[src/rtl/fb_arbiter.sv]
// Frame-buffer arbiter: shares one single-port, double-banked RAM between the
// SPI pixel writer and the HUB75 scan reader. Reader has priority, a wait
// counter bounds writer starvation, and bank swaps commit only on a reader
// frame boundary so the panel never shows a torn image.
module fb_arbiter #(
    parameter int unsigned ADDR_WIDTH  = 11,
    parameter int unsigned DATA_WIDTH  = 16,
    parameter int unsigned WR_MAX_WAIT = 8
) (
    input  logic                  pixel_clk,
    input  logic                  n_reset,

    input  logic                  wr_req,
    input  logic [ADDR_WIDTH-1:0] wr_addr,
    input  logic [DATA_WIDTH-1:0] wr_data,
    output logic                  wr_ack,
    input  logic                  wr_frame_done,

    input  logic                  rd_req,
    input  logic [ADDR_WIDTH-1:0] rd_addr,
    output logic                  rd_grant,
    output logic                  rd_valid,
    output logic [DATA_WIDTH-1:0] rd_data,
    input  logic                  rd_frame_end,

    output logic [ADDR_WIDTH:0]   mem_addr,
    output logic [DATA_WIDTH-1:0] mem_wdata,
    output logic                  mem_we,
    input  logic [DATA_WIDTH-1:0] mem_rdata,

    output logic                  front_bank,
    output logic                  swap_pending,
    output logic                  overrun
);

    localparam logic [7:0] WAIT_LIMIT = 8'(WR_MAX_WAIT);

    logic [7:0] wait_cnt;
    logic       wr_eligible;
    logic       wr_override;
    logic       grant_wr;
    logic       grant_rd;

    // Arbitration: starved writer first, then reader, then writer; nothing in reset.
    always_comb begin
        wr_eligible = wr_req & ~swap_pending;
        wr_override = wr_eligible & (wait_cnt >= WAIT_LIMIT);
        grant_wr    = 1'b0;
        grant_rd    = 1'b0;
        if (n_reset) begin
            if (wr_override) begin
                grant_wr = 1'b1;
            end else if (rd_req) begin
                grant_rd = 1'b1;
            end else if (wr_eligible) begin
                grant_wr = 1'b1;
            end
        end
    end

    // RAM address mux: writes go to the back bank, everything else points at the front bank.
    always_comb begin
        mem_addr = '0;
        if (n_reset) begin
            if (grant_wr) begin
                mem_addr = {~front_bank, wr_addr};
            end else begin
                mem_addr = {front_bank, rd_addr};
            end
        end
    end

    assign wr_ack    = grant_wr;
    assign rd_grant  = grant_rd;
    assign mem_we    = grant_wr;
    assign mem_wdata = wr_data;
    assign rd_data   = mem_rdata;

    // Writer starvation counter: counts consecutive denied cycles, saturating.
    always_ff @(posedge pixel_clk or negedge n_reset) begin
        if (!n_reset) begin
            wait_cnt <= '0;
        end else if (wr_eligible && !grant_wr) begin
            if (wait_cnt != '1) begin
                wait_cnt <= wait_cnt + 8'd1;
            end
        end else begin
            wait_cnt <= '0;
        end
    end

    // Read data qualifier: RAM has one cycle of latency after a read grant.
    always_ff @(posedge pixel_clk or negedge n_reset) begin
        if (!n_reset) begin
            rd_valid <= 1'b0;
        end else begin
            rd_valid <= grant_rd;
        end
    end

    // Bank swap: a pending swap commits at reader frame end; a frame_done seen
    // while already pending (including the commit edge itself) is an overrun.
    always_ff @(posedge pixel_clk or negedge n_reset) begin
        if (!n_reset) begin
            front_bank   <= 1'b0;
            swap_pending <= 1'b0;
            overrun      <= 1'b0;
        end else begin
            overrun <= wr_frame_done & swap_pending;
            if (swap_pending) begin
                if (rd_frame_end) begin
                    front_bank   <= ~front_bank;
                    swap_pending <= 1'b0;
                end
            end else if (wr_frame_done) begin
                swap_pending <= 1'b1;
            end
        end
    end

endmodule

[config.mk]
export PLATFORM = sky130hd
export DESIGN_NAME = fb_arbiter
export DESIGN_NICKNAME = d
export VERILOG_FILES = /design/src/rtl/fb_arbiter.sv
export SDC_FILE = /design/constraint.sdc
export NUM_CORES = 1
export LEC_CHECK = 0
export ABC_AREA = 1
export BUFFER_PORTS_ARGS = -buffer_cell sky130_fd_sc_hd__buf_2
export CORE_MARGIN = 1.5
export CORE_UTILIZATION = 38
export DETAILED_ROUTE_END_ITERATION = 8
export PLACE_DENSITY = 0.85
export SLEW_MARGIN = 20
export SYNTH_ARGS = -nofsm -noshare
export SYNTH_HDL_FRONTEND = slang
export SYNTH_SLANG_ARGS = --single-unit
[constraint.sdc]
create_clock -name pixel_clk -period 2.5 [get_ports pixel_clk]
set_input_delay 0.625 -clock pixel_clk [delete_from_list [all_inputs] [get_ports pixel_clk]]
set_output_delay 0.625 -clock pixel_clk [all_outputs]
set_load 0.02 [all_outputs]
Word level (Yosys, flattened, before mapping)
Cells that the tools add are included.
- flip-flop bits (word level): 12
- logic and storage cells: 31
- add/subtract/negate cells: 1
- $lt $le $gt $ge: 1
- equal/unequal tests: 2
- muxes and demuxes: 14
- bitwise operators: 5
- reduce and logical (&&, ||, !) cells: 3
- operator list (kind ; count):
    2-to-1 mux 12 bit ; 2
    2-to-1 mux 8 bit ; 2
    2-to-1 mux 1 bit ; 10
    adder 8 x 1 -> 8 bit (second input constant) ; 1
    >= comparator 8 x 4 -> 1 bit (second input constant) ; 1
    != test 8 bit (second input constant) ; 1
    bitwise AND 1 bit ; 3
    != test 2 x 1 -> 1 bit (second input constant) ; 1
    inverter 1 bit ; 2
    AND reduction 2 bit ; 1
    logical AND 1 bit ; 1
    logical NOT 1 bit ; 1

Logic depth before layout (Yosys ltp)
Gate-level depths: netlist of the first run.
- depth in word-level cells: 9
- gate-level depth with buffers: 8
- mapped depth without buffers: 8

Least setup slack after synthesis of the first run
Ideal clock, no wire load.
- path type: input to output
- from: input wr_req
- to: output mem_addr[10]
- data arrival time: 1.313 ns
- required time: 1.875 ns
- setup slack: 0.562 ns
- stages on the path: 7
- buffers on the path: 1
- path through: nand2_1 -> nor2_4 -> nand2_4 -> inv_2 -> buf_6 -> nand2_1 -> nand2_1
- word-level cells in the longest chain between the ends: 7
- ends and longest elaborated chain (element ; RTL line ; text):
    start, declared ; 13 ; input logic wr_req,
    bitwise AND 1 bit (*) ; 46 ; wr_eligible = wr_req & ~swap_pending;
    2-to-1 mux 1 bit ; 55 ; end else if (wr_eligible) begin
    2-to-1 mux 1 bit ; 53 ; end else if (rd_req) begin
    2-to-1 mux 1 bit (*) ; 51 ; if (wr_override) begin
    2-to-1 mux 1 bit (*) ; 50 ; if (n_reset) begin
    net mem_we ; 28 ; output logic mem_we,
    2-to-1 mux 12 bit (*) ; 65 ; if (grant_wr) begin
    2-to-1 mux 12 bit (*) ; 64 ; if (n_reset) begin
    end, declared ; 26 ; output logic [ADDR_WIDTH:0] mem_addr,
Mark *: on every way through the listed nets, which the timed path passes. The rest lies on a longest branch.

Worst setup path in the final report of the first run
- from: register swap_pending
- to: output mem_addr[6]
- word-level cells in the longest chain between the ends: 8
- ends and longest elaborated chain (element ; RTL line ; text):
    start, declared ; 32 ; output logic swap_pending,
    start signal, assigned ; 106 ; swap_pending <= 1'b0;
    start signal, assigned ; 113 ; swap_pending <= 1'b0;
    start signal, assigned ; 116 ; swap_pending <= 1'b1;
    inverter 1 bit (*) ; 46 ;
    bitwise AND 1 bit (*) ; 46 ;
    2-to-1 mux 1 bit ; 55 ;
    2-to-1 mux 1 bit ; 53 ;
    2-to-1 mux 1 bit (*) ; 51 ;
    2-to-1 mux 1 bit (*) ; 50 ;
    2-to-1 mux 12 bit (*) ; 65 ;
    2-to-1 mux 12 bit (*) ; 64 ;
Every way passes the cells marked *; elsewhere a longest branch is shown, timed or not.

==> metrics.txt, run 1 <==
number of setup buffers added after CTS 0; CP arrival 1600 ps; Final Max Tran Viols 0; final setup violation count 0; Post-synth EDFFs 0; Tcrit/Tclk final 0.890; Util after Layout 0.411; synthesized area per cell 6.92 µm²; Post-Synth XOR/XNOR Area 0.0161; Port Buf Inserts 46; Post-Synth Simple-Gate Area 0.328; Mapped Nets 219; worst skew pair latency 280 ps; CTS tree yes; largest net degree at the start of global routing 26; Synth Instances 157; internal power 0.358 mW; P&R area growth vs syn 3.57%; sequential fraction of design power 0.409; # rows 19; hold_buf cts 0; leakage 0.672 nW; Clock Pin Slew Worst Setup and Hold Paths 80 ps; clock power share 0.292; largest family of logic cells by synthesized area simple AND/OR/NAND/NOR gates; worst vdd ir 0.322 mV; Comb power frac 0.300; Max-cap violations 0; total number of vias 928; setup TNS 0 ps; post_cts resized 0; first-pass GRT wire length 3550 µm; PD cells 482 nW/µm²; final hold vios 0; First-pass DRT Iterations 4; drt initial violations 27; Max Freq 449 MHz; GRT Util Overall 0.140; Ys Warns 0; Die H 56.5 µm; Worst Hold Class input pin to asynchronous set/reset pin; Sw Share 0.338; core box area 2730 µm²; post-synth top area cell dfrtp_1; TritonCTS Sinks 12; Primary FF master, synth dfrtp_1; layout cell share with drive strength beyond 1 0.360; diode count 0; final wirelength 2070 µm; register area share after synthesis 0.276; max_slew headroom 0.785; GR Overflow Total 0; async set or reset register ratio after synthesis 1.00; RSZ-0062 raised after global routing false; Clock Skew 1.10 ps; minimum clock period 2220 ps; Routed WL per cell 10.2 µm; Synth Area in Compound Gates 0.0472; Mapped Area 1090 µm²; mux share of post-synthesis cell area 0; DRC Markers 0; DP HPWL 1600 µm; antenna violation net count after detailed routing 0; Starting Density 0.397; Critical Setup Path Class flop to output pin; FF-to-FF setup slack 1190 ps; largest fanout on the critical path 14; ranking of synthesized cells by area dfrtp_1 (28%), buf_4 (23%), nand2_1 (16%); most frequent cells after synthesis nand2_1 (47), buf_4 (33), nand3_1 (18); Yosys reg bits 12; Root Buffer Master clkbuf_4; reg2reg end wait_cnt[7]; Post-Synth Adder-Cell Area 0.0230; worst-case clock buffer depth 2; vias per cell 4.57; fillers 291; R2R Path Start wait_cnt[1]; initial antenna violation count 0; post-synth top area share 0.276; die area 3190 µm²; Distinct cells, synth 21; io pins 111; status finished, final reports clean; TritonCTS buffer count 3; Final Net Count 235; top-count cell post-synth nand2_1; overall power 0.542 mW; switching power 0.183 mW; Critical Path End Type output pin; R2R cell count 7; H-tree levels 1; worst slew pin tran 321 ps; Startpoint Class flop; Finished Cell Area 1120 µm²; Req. time, crit path 1880 ps; vias in the first global route 878; placed cell area 1090 µm²; routability cong. 0.843; Die Wd 56.5 µm
## flip-flops by register name, indices dropped and copies added, names as in the netlist
register and cells:
wait_cnt 8, front_bank 1, rd_valid 1, overrun 1, swap_pending 1
## power by group through the flow
stage	logic [mW]	clock network [mW]	registers (mW)
2_1_floorplan	0.159	0	0.241
3_3_place_gp	0.164	0	0.225
3_5_place_dp	0.165	0	0.226
4_1_cts	0.165	0.165	0.222
5_1_grt	0.182	0.177	0.224
6_report	0.162	0.158	0.221
## per-stage QoR
step           cells  setup WS, ps  hold slack, ps
6_report         203           275             341
4_1_cts          203           244             344
3_5_place_dp     199           321             525
5_1_grt          203          60.4             340
3_3_place_gp     199           346             520
2_1_floorplan    157           562             329
## worst max path at each step
stage                  from           end  slack (ps)
2_1_floorplan        wr_req  mem_addr[10]         560
3_3_place_gp         wr_req  mem_addr[11]         350
3_5_place_dp         wr_req   mem_addr[6]         320
4_1_cts        swap_pending   mem_addr[6]         240
5_1_grt        swap_pending   mem_addr[6]          60
6_report       swap_pending   mem_addr[6]         280
## worst max-delay path: stages, from the launching register on
cell     delay, ps
dfrtp_1        420
inv_1           70
nand2_1         90
nor2_4         110
nand2_4        120
inv_2          200
nand2_1         90
nand2_1         70
buf_2          150
## cell families after synthesis
family / Yosys count
AO/OA/AOI/OAI: 9
XOR/XNOR: 2
adder cells (fa/ha/maj): 2
buffers and inverters: 52
flip-flops: 12
AND/OR/NAND/NOR: 80
## layout by cell type (no fill, tap or decap)
master / instances
nand2_1: 47
buf_2: 46
nand3_1: 18
inv_1: 13
dfrtp_1: 12
nor2_1: 8
a21oi_1: 5
clkbuf_4: 3
nor2_2: 2
inv_2: 2
nand2_2: 2
o21ai_0: 2
xor2_1: 2
ha_1: 2
nand4_2: 1
nor2_4: 1
nand2_4: 1
o21a_1: 1
clkinv_2: 1
a21oi_2: 1
clkbuf_8: 1
buf_4: 1
## cell type report
| type | instances | area, µm² | area share |
|---|---|---|---|
| well taps | 31 | 38.8 | 0.0345 |
| multi-input cells | 93 | 450 | 0.400 |
| flip-flops and latches | 12 | 300 | 0.267 |
| repair buffers | 47 | 238 | 0.211 |
| inverters | 16 | 61.3 | 0.0545 |
| clock buffers | 4 | 36.3 | 0.0323 |
## routing by layer
layer  part of all wire  global-route usage  vias to the layer above
li1                   -                   -                      480
met2               0.47               0.226                       31
met1               0.42               0.153                      411
met5                  0                   0                        -
met3              0.090              0.0622                        6
met4              0.019              0.0714                        0
No activity file was read; power rests on OpenSTA's default activity.
==> run 2, diff against run 1 <==
--- a/config.mk
+++ b/config.mk
@@ -5,10 +5,9 @@
 export SDC_FILE = /design/constraint.sdc
 export NUM_CORES = 1
 export LEC_CHECK = 0
-export ABC_AREA = 1
 export BUFFER_PORTS_ARGS = -buffer_cell sky130_fd_sc_hd__buf_2
 export CORE_MARGIN = 1.5
-export CORE_UTILIZATION = 38
+export CORE_UTILIZATION = 39
 export DETAILED_ROUTE_END_ITERATION = 8
 export PLACE_DENSITY = 0.85
 export SLEW_MARGIN = 20
==> metrics.txt, run 2 <==
Clock Pin Slew Worst Setup and Hold Paths 80 ps; Startpoint Class flop; most frequent cells in the layout buf_2 (35), nand2_1 (17), inv_1 (16); Min Hold Slack 437 ps; DRC Markers 0; worst vdd ir 0.420 mV; mux share of post-synthesis cell area 0.104; Distinct cells, synth 33; GRT Util Overall 0.137; minimum clock period 2720 ps; top-count cell post-synth buf_4; Ys Warns 0; R2R cell count 4; largest family of logic cells by synthesized area buffers and inverters; Worst Hold Class input pin to asynchronous set/reset pin; P&R area growth vs syn 12.3%; placed cell area 1230 µm²; diode count 0; Biggest register wait_cnt; H-tree levels 1; final hold vios 0; Max Freq 368 MHz; Critical Setup Path Class flop to output pin; PD cells 441 nW/µm²; largest fanout on the critical path 12; Req. time, crit path 1880 ps; Worst path slowest cell or4_4; First-pass DRT Iterations 4; max reg flops 8; reg2reg end wait_cnt[3]; largest net degree at the start of global routing 19; drt initial violations 20; ranking of synthesized cells by area dfrtp_1 (26%), buf_4 (23%), mux2i_1 (10%); Die H 57.4 µm; post-synth top area share 0.260; Yosys reg bits 12; Mapped Area 1160 µm²; Tcrit/Tclk final 1.09; Post-synth EDFFs 0; GR Overflow Total 0; Post-Synth XOR/XNOR Area 0.00758; Post-Synth Adder-Cell Area 0.0216; layout cell share with drive strength beyond 1 0.449; Worst Path Buf+Inv 2; CP endpoint mem_addr[5]; Final Max Tran Viols 0; DP HPWL 1780 µm; Max-cap violations 0; Mapped Nets 200; CTS tree yes; setup TNS -2210 ps; antenna violation net count after detailed routing 0; max_slew headroom 0.717; Worst path max stage delay 530 ps; die area 3300 µm²; Port Buf Inserts 46; final wirelength 2340 µm; vias in the first global route 826; final worst slack -218 ps; core box area 2780 µm²; Primary FF master, synth dfrtp_1; worst-case clock buffer depth 2; Root Buffer Master clkbuf_4; Final Net Count 219; Final Non-Filler Cells 187; Synth Area in Compound Gates 0.113; async set or reset register ratio after synthesis 1.00; delay-heaviest family, CP simple AND/OR/NAND/NOR gates; synthesized area per cell 8.38 µm²; R2R Path Start wait_cnt[7]; io pins 111; Critical Path End Type output pin; Die Wd 57.4 µm; worst slew pin tran 424 ps; TritonCTS Sinks 12; total number of vias 966; post-synth top area cell dfrtp_1; first-pass GRT wire length 3510 µm; register area share after synthesis 0.260; FF-to-FF setup slack 720 ps; Post-Synth Simple-Gate Area 0.188; worst slack, placed 55.7 ps; Finished Cell Area 1300 µm²; worst skew pair latency 280 ps; Routed WL per cell 12.5 µm; status finished with violations; CP Cell Sequence or4_4, o311ai_4, buf_12, mux2i_2, buf_4; failing checks negative setup slack; Critical Path Start wait_cnt[3]; RSZ-0062 raised after global routing true; placed instance count 183; fillers 269; commonest non-fill, non-tap cell in the layout buf_2; Starting Density 0.416; final setup violation count 14; vias per cell 5.17; most frequent cells after synthesis buf_4 (35), nand2_1 (17), inv_1 (16); leakage 0.701 nW; CP arrival 2090 ps; Synth Instances 138; initial antenna violation count 0; # rows 19; Clock Skew 1.80 ps; routability cong. 0.804; TritonCTS buffer count 3; CP Depth 5
## run 2: cell types whose count changed after synthesis, moves of 3 or more
cell | previous run | this run
nor2_1 | 8 | 2
mux2i_1 | 0 | 12
inv_1 | 13 | 16
nor3_1 | 0 | 6
nand3_1 | 18 | 2
a31oi_1 | 0 | 3
nand2_1 | 47 | 17
## run 2: cell families after synthesis
logic type	Yosys count
DFF	12
muxes	12
adders and majority gates	2
buffers and inverters	54
xor gates and xnor gates	1
and+or+nand+nor	40
AOI/OAI and AO/OA	17
## run 2: report_power, final
group | internal (mW) | switching (mW) | total, mW
clock network | 0.0887 | 0.0686 | 0.157
registers | 0.210 | 0.0160 | 0.226
logic | 0.0882 | 0.102 | 0.190
## run 2: how the worst min path moves through the flow
stage,to,slack (ps),cells after the start
finish,wait_cnt[2],440,2
CTS,wait_cnt[6],450,2
global placement,front_bank,490,1
detailed placement,front_bank,520,1
global route,wait_cnt[7],460,2
floorplan,front_bank,330,0
## run 2: cell type report
class	count	area (µm²)	area share
Clock buffer	4	36.3	0.0279
Inverter	16	60.1	0.0462
Multi-Input combinational cell	72	536	0.412
Sequential cell	12	300	0.231
Tap cell	31	38.8	0.0299
Timing Repair Buffer	52	328	0.252
## run 2: stage by stage
| step | total power [mW] | utilization |
|---|---|---|
| after floorplan | 0.415 | - |
| after global placement | 0.409 | 0.444 |
| after detailed placement | 0.414 | 0.444 |
| after CTS | 0.578 | 0.465 |
| after global routing | 0.605 | 0.467 |
| final | 0.573 | 0.467 |
## run 2: repair_timing
action	4_1_cts	5_1_grt
resized for setup	9	2
gates cloned	0	0
hold endpoints to repair	0	0
buffers inserted	0	0
hold buffers	0	0
endpoints found under the setup margin	14	14
## run 2: metal layers
layer,routed length (µm),global-route usage,share of wire,vias to the layer above
met5,0,0,0,-
met4,35,0.0598,0.015,0
met3,207,0.0363,0.088,5
met2,1150,0.252,0.49,55
met1,954,0.145,0.41,437
li1,-,-,-,469
